===== src/rtl/canny_window_scheduler_pkg.sv =====
// Shared widths, FSM encoding and window packing for the Canny window scheduler.
// Element r*3+c of a packed window holds pixel (row r, column c), zero-extended.
package canny_window_scheduler_pkg;

  localparam int PIX_W  = 8;
  localparam int ELEM_W = 24;
  localparam int WIN_W  = 216;

  typedef enum logic [1:0] {
    ST_FILL = 2'd0,
    ST_LOAD = 2'd1,
    ST_RUN  = 2'd2,
    ST_HOLD = 2'd3
  } state_t;

  // win[r][c]: r=0 is the oldest row, c=0 the leftmost column
  typedef logic [2:0][2:0][PIX_W-1:0] win_t;

  function automatic logic [WIN_W-1:0] pack_window(input win_t w);
    logic [WIN_W-1:0] p;
    p = '0;
    for (int r = 0; r < 3; r++) begin
      for (int c = 0; c < 3; c++) begin
        p[(r*3+c)*ELEM_W +: ELEM_W] = {{(ELEM_W-PIX_W){1'b0}}, w[r][c]};
      end
    end
    return p;
  endfunction

endpackage


===== src/rtl/canny_line_buffer.sv =====
// Two-row line buffer feeding a 3x3 sliding window; every accepted pixel
// shifts the window left and inserts {row-2, row-1, current} as the new right column.
module canny_line_buffer
  import canny_window_scheduler_pkg::*;
#(
  parameter int IMG_W = 8,
  parameter int AW    = 3
) (
  input  logic             clk,
  input  logic             reset,
  input  logic             shift,
  input  logic [AW-1:0]    col,
  input  logic [PIX_W-1:0] in_pix,
  output win_t             win
);

  logic [PIX_W-1:0] row1_mem_r [IMG_W];
  logic [PIX_W-1:0] row2_mem_r [IMG_W];

  always_ff @(posedge clk) begin
    if (reset) begin
      for (int i = 0; i < IMG_W; i++) begin
        row1_mem_r[i] <= '0;
        row2_mem_r[i] <= '0;
      end
      win <= '0;
    end else if (shift) begin
      row2_mem_r[col] <= row1_mem_r[col];
      row1_mem_r[col] <= in_pix;
      for (int r = 0; r < 3; r++) begin
        win[r][0] <= win[r][1];
        win[r][1] <= win[r][2];
      end
      win[0][2] <= row2_mem_r[col];
      win[1][2] <= row1_mem_r[col];
      win[2][2] <= in_pix;
    end
  end

endmodule


===== src/rtl/canny_window_scheduler.sv =====
// Streams raster pixels into 3x3 windows, runs each through an external edge
// engine (with timeout) and presents the result on a ready/valid port.
module canny_window_scheduler
  import canny_window_scheduler_pkg::*;
#(
  parameter int IMG_W   = 8,
  parameter int IMG_H   = 8,
  parameter int TIMEOUT = 1024
) (
  input  logic             clk,
  input  logic             reset,
  input  logic [PIX_W-1:0] in_pix,
  input  logic             in_valid,
  output logic             in_ready,
  output logic             eng_reset,
  output logic             eng_enable,
  output logic [WIN_W-1:0] eng_win,
  input  logic             eng_done,
  input  logic [WIN_W-1:0] eng_gm,
  output logic [WIN_W-1:0] out_gm,
  output logic [15:0]      out_row,
  output logic [15:0]      out_col,
  output logic             out_valid,
  input  logic             out_ready,
  output logic             frame_done,
  output logic             err_timeout
);

  localparam int AW = (IMG_W > 1) ? $clog2(IMG_W) : 1;
  localparam int CW = $clog2(TIMEOUT + 1);
  localparam logic [15:0]   COL_LAST = 16'(IMG_W - 1);
  localparam logic [15:0]   ROW_LAST = 16'(IMG_H - 1);
  localparam logic [CW-1:0] RUN_LAST = CW'(TIMEOUT - 1);

  state_t        state_r;
  state_t        state_s;
  logic [15:0]   col_r;
  logic [15:0]   row_r;
  logic [CW-1:0] run_cnt_r;
  logic          last_win_r;
  logic          accept_s;
  logic          trigger_s;
  logic          done_s;
  logic          expire_s;
  win_t          win_s;

  assign accept_s  = in_valid && in_ready;
  assign trigger_s = accept_s && (row_r >= 16'd2) && (col_r >= 16'd2);
  assign done_s    = (state_r == ST_RUN) && eng_done;
  assign expire_s  = (state_r == ST_RUN) && !eng_done && (run_cnt_r == RUN_LAST);

  canny_line_buffer #(
    .IMG_W (IMG_W),
    .AW    (AW)
  ) u_line_buffer (
    .clk    (clk),
    .reset  (reset),
    .shift  (accept_s),
    .col    (col_r[AW-1:0]),
    .in_pix (in_pix),
    .win    (win_s)
  );

  // The window only shifts in FILL, so it is frozen from LOAD until HOLD exits
  assign eng_win = pack_window(win_s);

  always_ff @(posedge clk) begin
    if (reset) begin
      state_r <= ST_FILL;
    end else begin
      state_r <= state_s;
    end
  end

  always_comb begin
    state_s = state_r;
    case (state_r)
      ST_FILL: begin
        if (trigger_s) state_s = ST_LOAD;
        else           state_s = ST_FILL;
      end
      ST_LOAD: state_s = ST_RUN;
      ST_RUN: begin
        if (done_s || expire_s) state_s = ST_HOLD;
        else                    state_s = ST_RUN;
      end
      ST_HOLD: begin
        if (out_ready) state_s = ST_FILL;
        else           state_s = ST_HOLD;
      end
      default: state_s = ST_FILL;
    endcase
  end

  always_ff @(posedge clk) begin
    if (reset) begin
      col_r      <= 16'd0;
      row_r      <= 16'd0;
      run_cnt_r  <= '0;
      last_win_r <= 1'b0;
      out_row    <= 16'd0;
      out_col    <= 16'd0;
    end else begin
      if (accept_s) begin
        col_r <= (col_r == COL_LAST) ? 16'd0 : col_r + 16'd1;
        if (col_r == COL_LAST) row_r <= (row_r == ROW_LAST) ? 16'd0 : row_r + 16'd1;
      end
      if (trigger_s) begin
        out_row    <= row_r - 16'd2;
        out_col    <= col_r - 16'd2;
        last_win_r <= (row_r == ROW_LAST) && (col_r == COL_LAST);
      end
      run_cnt_r <= (state_r == ST_RUN) ? run_cnt_r + 1'b1 : '0;
    end
  end

  // Handshake/engine controls are registered copies of the next-state decode
  always_ff @(posedge clk) begin
    if (reset) begin
      in_ready    <= 1'b1;
      eng_reset   <= 1'b1;
      eng_enable  <= 1'b0;
      out_valid   <= 1'b0;
      out_gm      <= '0;
      frame_done  <= 1'b0;
      err_timeout <= 1'b0;
    end else begin
      in_ready   <= (state_s == ST_FILL);
      eng_reset  <= (state_s == ST_LOAD);
      eng_enable <= (state_s == ST_RUN);
      out_valid  <= (state_s == ST_HOLD);
      frame_done <= (state_r == ST_HOLD) && out_ready && last_win_r;
      if (done_s) begin
        out_gm <= eng_gm;
      end else if (expire_s) begin
        out_gm      <= '0;
        err_timeout <= 1'b1;
      end
    end
  end

endmodule


===== config.mk =====
export PLATFORM = sky130hd
export DESIGN_NAME = canny_window_scheduler
export DESIGN_NICKNAME = d
export VERILOG_FILES = /design/src/rtl/canny_window_scheduler_pkg.sv /design/src/rtl/canny_line_buffer.sv /design/src/rtl/canny_window_scheduler.sv
export SDC_FILE = /design/constraint.sdc
export NUM_CORES = 1
export LEC_CHECK = 0
export CAP_MARGIN = 20
export CORE_AREA = 5 5 268 270
export CTS_CLUSTER_SIZE = 25
export DETAILED_ROUTE_END_ITERATION = 10
export DIE_AREA = 0 0 273 275
export DONT_BUFFER_PORTS = 1
export SLEW_MARGIN = 30
export SYNTH_ARGS = -nofsm -noshare
export SYNTH_HDL_FRONTEND = slang
export SYNTH_SLANG_ARGS = --single-unit

===== constraint.sdc =====
create_clock -name clk -period 2.9 [get_ports clk]
set_clock_uncertainty 0.2 [all_clocks]
set_input_delay 0.29 -clock clk [delete_from_list [all_inputs] [get_ports clk]]
set_output_delay 0.29 -clock clk [all_outputs]
set_load 0.01 [all_outputs]

==> flow_metrics.py <==
metrics = {
    "cells_and_area": {
        "ff_latch_area_sq_mm": 0.0114,
        "post_route_cells_drive_above_1_share": 0.0961,
        "nets": 2505,
        "fill_cells": 6699,
        "multi_input_combinational_cell_area_sq_mm": 0.00763,
        "area_delta_synth_final_pct": 28.1,
        "count_of_non_filler_cells_in_the_finished_layout": 3252,
    },
    "worst_setup_path": {
        "critical_path_capture_point_type": "register",
        "r2r_slack_ns": 0.15,
        "required_ns": 3.06,
        "critical_path.endpoint": "u_line_buffer.row1_mem_r[2][6]$_SDFFCE_PN0P_",
        "critical_path.max_fanout": 23,
        "category_of_cells_accounting_for_the_largest_share_of_critical_path_delay": "buffers and inverters",
        "r2r_end": "u_line_buffer.row1_mem_r[2][6]$_SDFFCE_PN0P_",
        "setup.worst_path.class": "register to register",
        "worst_path_max_delay_cell": "dlygate4sd3_1",
        "worst_path_largest_cell_delay_ns": 0.57,
        "cp.arrival_ns": 2.92,
        "critical_path_depth": 7,
        "worst-r2r-cell-count": 7,
        "critical_path_buf_inv_count": 5,
        "cell_type_with_the_highest_occurrence_count_on_the_critical_path": "buf_4",
        "setup_crit_start_kind": "register",
        "r2r_start": "col_r[2]$_SDFFE_PP0P_",
        "timing.critical_path.cells": "buf_4, inv_1, ha_1, buf_4, a21o_1, dlygate4sd3_1, buf_4",
        "crit_start": "col_r[2]$_SDFFE_PP0P_",
    },
    "synth": {
        "dominant_cell_type_by_area_after_synthesis": "dfxtp_1",
        "ys_seq_area_frac": 0.564,
        "syn_area_sq_mm": 0.0201,
        "synthTopCellsByArea": "dfxtp_1 37%, edfxtp_1 19%, a22oi_1 8.1%",
        "post_synth_inst_count": 1986,
        "synth_top_flop_cell": "dfxtp_1",
        "synth_area_per_cell_sq_um": 10.1,
        "synth_top_cell_area_share": 0.373,
        "postSynthRegisterBits": 503,
        "number_of_flops_mapped_to_enable_cells_by_yosys": 128,
        "yosysWarningCount": 0,
        "synth_cell_types": 50,
        "synth_async_sr_flop_share": 0,
    },
    "timing": {
        "setup-violations-final": 0,
        "final.period_utilization": 0.949,
        "final.setup.tns_ns": 0,
        "max_slew_margin": 0.278,
        "unrepaired_setup_endpoints_after_global_routing": "no",
        "finalHoldViolations": 152,
        "slew_viol_final": 0,
        "hold_ws_ns": -0.418,
        "fmax_ghz": 0.363,
        "worst_slew_pin_slew_ns": 1.08,
        "final_period_demand_of_the_worst_path_ns": 2.75,
    },
    "power_and_ir_drop": {
        "design_power_total_mw": 15.6,
        "vdd.ir_drop.worst_mv": 0.496,
        "static-leakage-power_nw": 9.80,
        "pwr_density_cell_mw_per_mm2": 605,
    },
    "grt": {
        "via_count_of_the_first_global_routing_pass": 15479,
        "grt_pass1_wl_mm": 92.7,
        "grt_max_degree": 353,
        "grt_use_total": 0.156,
        "globalRoute.totalOverflow": 0,
        "initial_antenna_violation_count": 7,
    },
    "placement": {
        "place.detailed.instances": 2850,
        "numPortBuffers": 0,
        "placed_wire_length_estimate_after_detailed_placement_mm": 44.3,
        "place_congestion": 0.848,
    },
    "detailed_routing": {
        "drt_pass1_iterations": 6,
        "drt-vias-per-instance": 4.86,
        "routed_wire_length_mm": 64.5,
        "wl_per_cell_microns": 19.8,
        "detailedRoute.firstIterationViolations": 1071,
        "drc": 0,
        "final_antenna_net_count": 0,
        "route.vias.total": 15804,
    },
    "clock_tree": {
        "cts_sinks": 503,
        "cts_setup_buffers": 0,
        "cts_tree": "built",
        "cts_made_buffers": 56,
        "clock_input_transition_at_the_sequential_cells_of_the_worst_setup_and_hold_paths_ns": 0.06,
        "insertion_delay_ns": 0.60,
        "cts_root_buffer": "clkbuf_16",
        "level_count_of_the_clock_h_tree": 2,
        "cts.path.max_buffers": 3,
    },
    "run": {
        "max_cap_violations": 0,
    },
    "outcome": {
        "status": "finished with violations",
        "failed_checks": "negative hold slack",
    },
    "hold_path": {
        "holdCritPathClass": "input pin to register",
    },
    "floorplan": {
        "num_io_pins": 699,
        "overall_die_area_sq_mm": 0.0751,
        "floorplan.die.height_microns": 275,
        "core_region_area_sq_mm": 0.0693,
        "floorplan.initialDensity": 0.291,
        "fp.dieW_microns": 273,
        "row_count": 97,
    },
}
## layer usage
layer  routed length (microns)  vias up  share of wire  GRT usage
met1                     24000     7568           0.37      0.184
met3                      7880      123           0.12     0.0716
met4                      1830       10          0.028     0.0508
li1                          -     7227              -          -
met2                     30700      876           0.48      0.254
met5                        70        -         0.0011          0
## cell type report
| class | count | share of cell area |
|---|---|---|
| Clock inverter | 30 | 0.0113 |
| Clock buffer | 73 | 0.0608 |
| Sequential cell | 503 | 0.440 |
| Timing Repair Buffer | 378 | 0.144 |
| Inverter | 12 | 0.00175 |
| Tap cell | 940 | 0.0456 |
| Multi-Input combinational cell | 1313 | 0.296 |
| Antenna cell | 3 | 0.000291 |
## per-stage QoR
stage                     setup WS, ns   util  instance area, sq um
after floorplan                  0.287      -                 20700
after global placement           0.219  0.302                 20900
after detailed placement         0.209  0.302                 20900
after CTS                        0.106  0.370                 25700
after global routing            0.0501  0.372                 25800
final                            0.148  0.372                 25800
## placed cells by master (no fill, tap or decap), types with 19 or more instances in the layout
| cell | n |
|---|---|
| a211oi_1 | 35 |
| a21oi_1 | 62 |
| a22oi_1 | 216 |
| and3_1 | 66 |
| buf_4 | 71 |
| clkbuf_16 | 58 |
| conb_1 | 144 |
| dfxtp_1 | 374 |
| dlygate4sd3_1 | 296 |
| edfxtp_1 | 128 |
| mux4_2 | 32 |
| nand2_1 | 162 |
| nor2_1 | 387 |
| xnor2_1 | 36 |
| xor2_1 | 19 |
## worst min path at each step
stage / start / endpoint / slack, ns / cells after the start
floorplan: in_pix[0] / u_line_buffer.win[64]$_SDFFE_PP0P_ / 0.23 / 2
global placement: reset / err_timeout$_SDFFE_PP0P_ / 0.19 / 1
detailed placement: reset / out_gm[3]$_SDFFE_PP0P_ / 0.20 / 1
CTS: reset / out_gm[3]$_SDFFE_PP0P_ / -0.46 / 1
global route: reset / out_gm[0]$_SDFFE_PP0P_ / -0.47 / 1
finish: reset / out_gm[3]$_SDFFE_PP0P_ / -0.42 / 1
## Yosys cell counts, types with 12 or more instances
cell / number
mux2i_1: 15
xnor2_1: 36
edfxtp_1: 128
buf_4: 144
clkbuf_1: 135
ha_1: 12
and3_1: 66
dfxtp_1: 375
xor2_1: 19
buf_1: 12
inv_1: 12
nor2_1: 387
nor4_1: 15
a21oi_1: 62
nand2_1: 163
nor3_1: 17
a22oi_1: 216
nand3_1: 13
a211oi_1: 35
mux4_2: 32
## repair_timing
action	in CTS	in global routing
gates resized for setup	0	6
hold endpoints to repair	482	281
setup endpoints to repair	0	29
hold buffers	287	9
## kinds of logic (layout without fill, tap and decap cells)
group | after synthesis | count (layout) | synth area share
flip-flops | 503 | 503 | 0.564
other | 1 | 147 | 0.000186
buffers and inverters | 313 | 493 | 0.0864
XOR/XNOR | 55 | 55 | 0.0239
multiplexers | 47 | 47 | 0.0432
AND/OR/NAND/NOR | 713 | 713 | 0.155
AO/OA/AOI/OAI | 342 | 342 | 0.120
adder cells (fa/ha/maj) | 12 | 12 | 0.00746
## power breakdown
| part | leakage [nW] | internal, mW | switching, mW | total (mW) |
|---|---|---|---|---|
| clock network | 0.916 | 4.10 | 2.95 | 7.05 |
| registers | 4.36 | 7.34 | 0.131 | 7.47 |
| logic | 4.53 | 0.519 | 0.571 | 1.09 |
| total | 9.80 | 12.0 | 3.65 | 15.6 |
## state kept, by name (all words and copies together), names as in the netlist, 2 cells and up, named ones only
signal                    count
col_r                        16
u_line_buffer.row1_mem_r     64
state_r                       2
out_gm                      216
out_row                      16
out_col                      16
row_r                        16
u_line_buffer.win            72
u_line_buffer.row2_mem_r     64
run_cnt_r                    11
(Power assumes the default switching activity.)
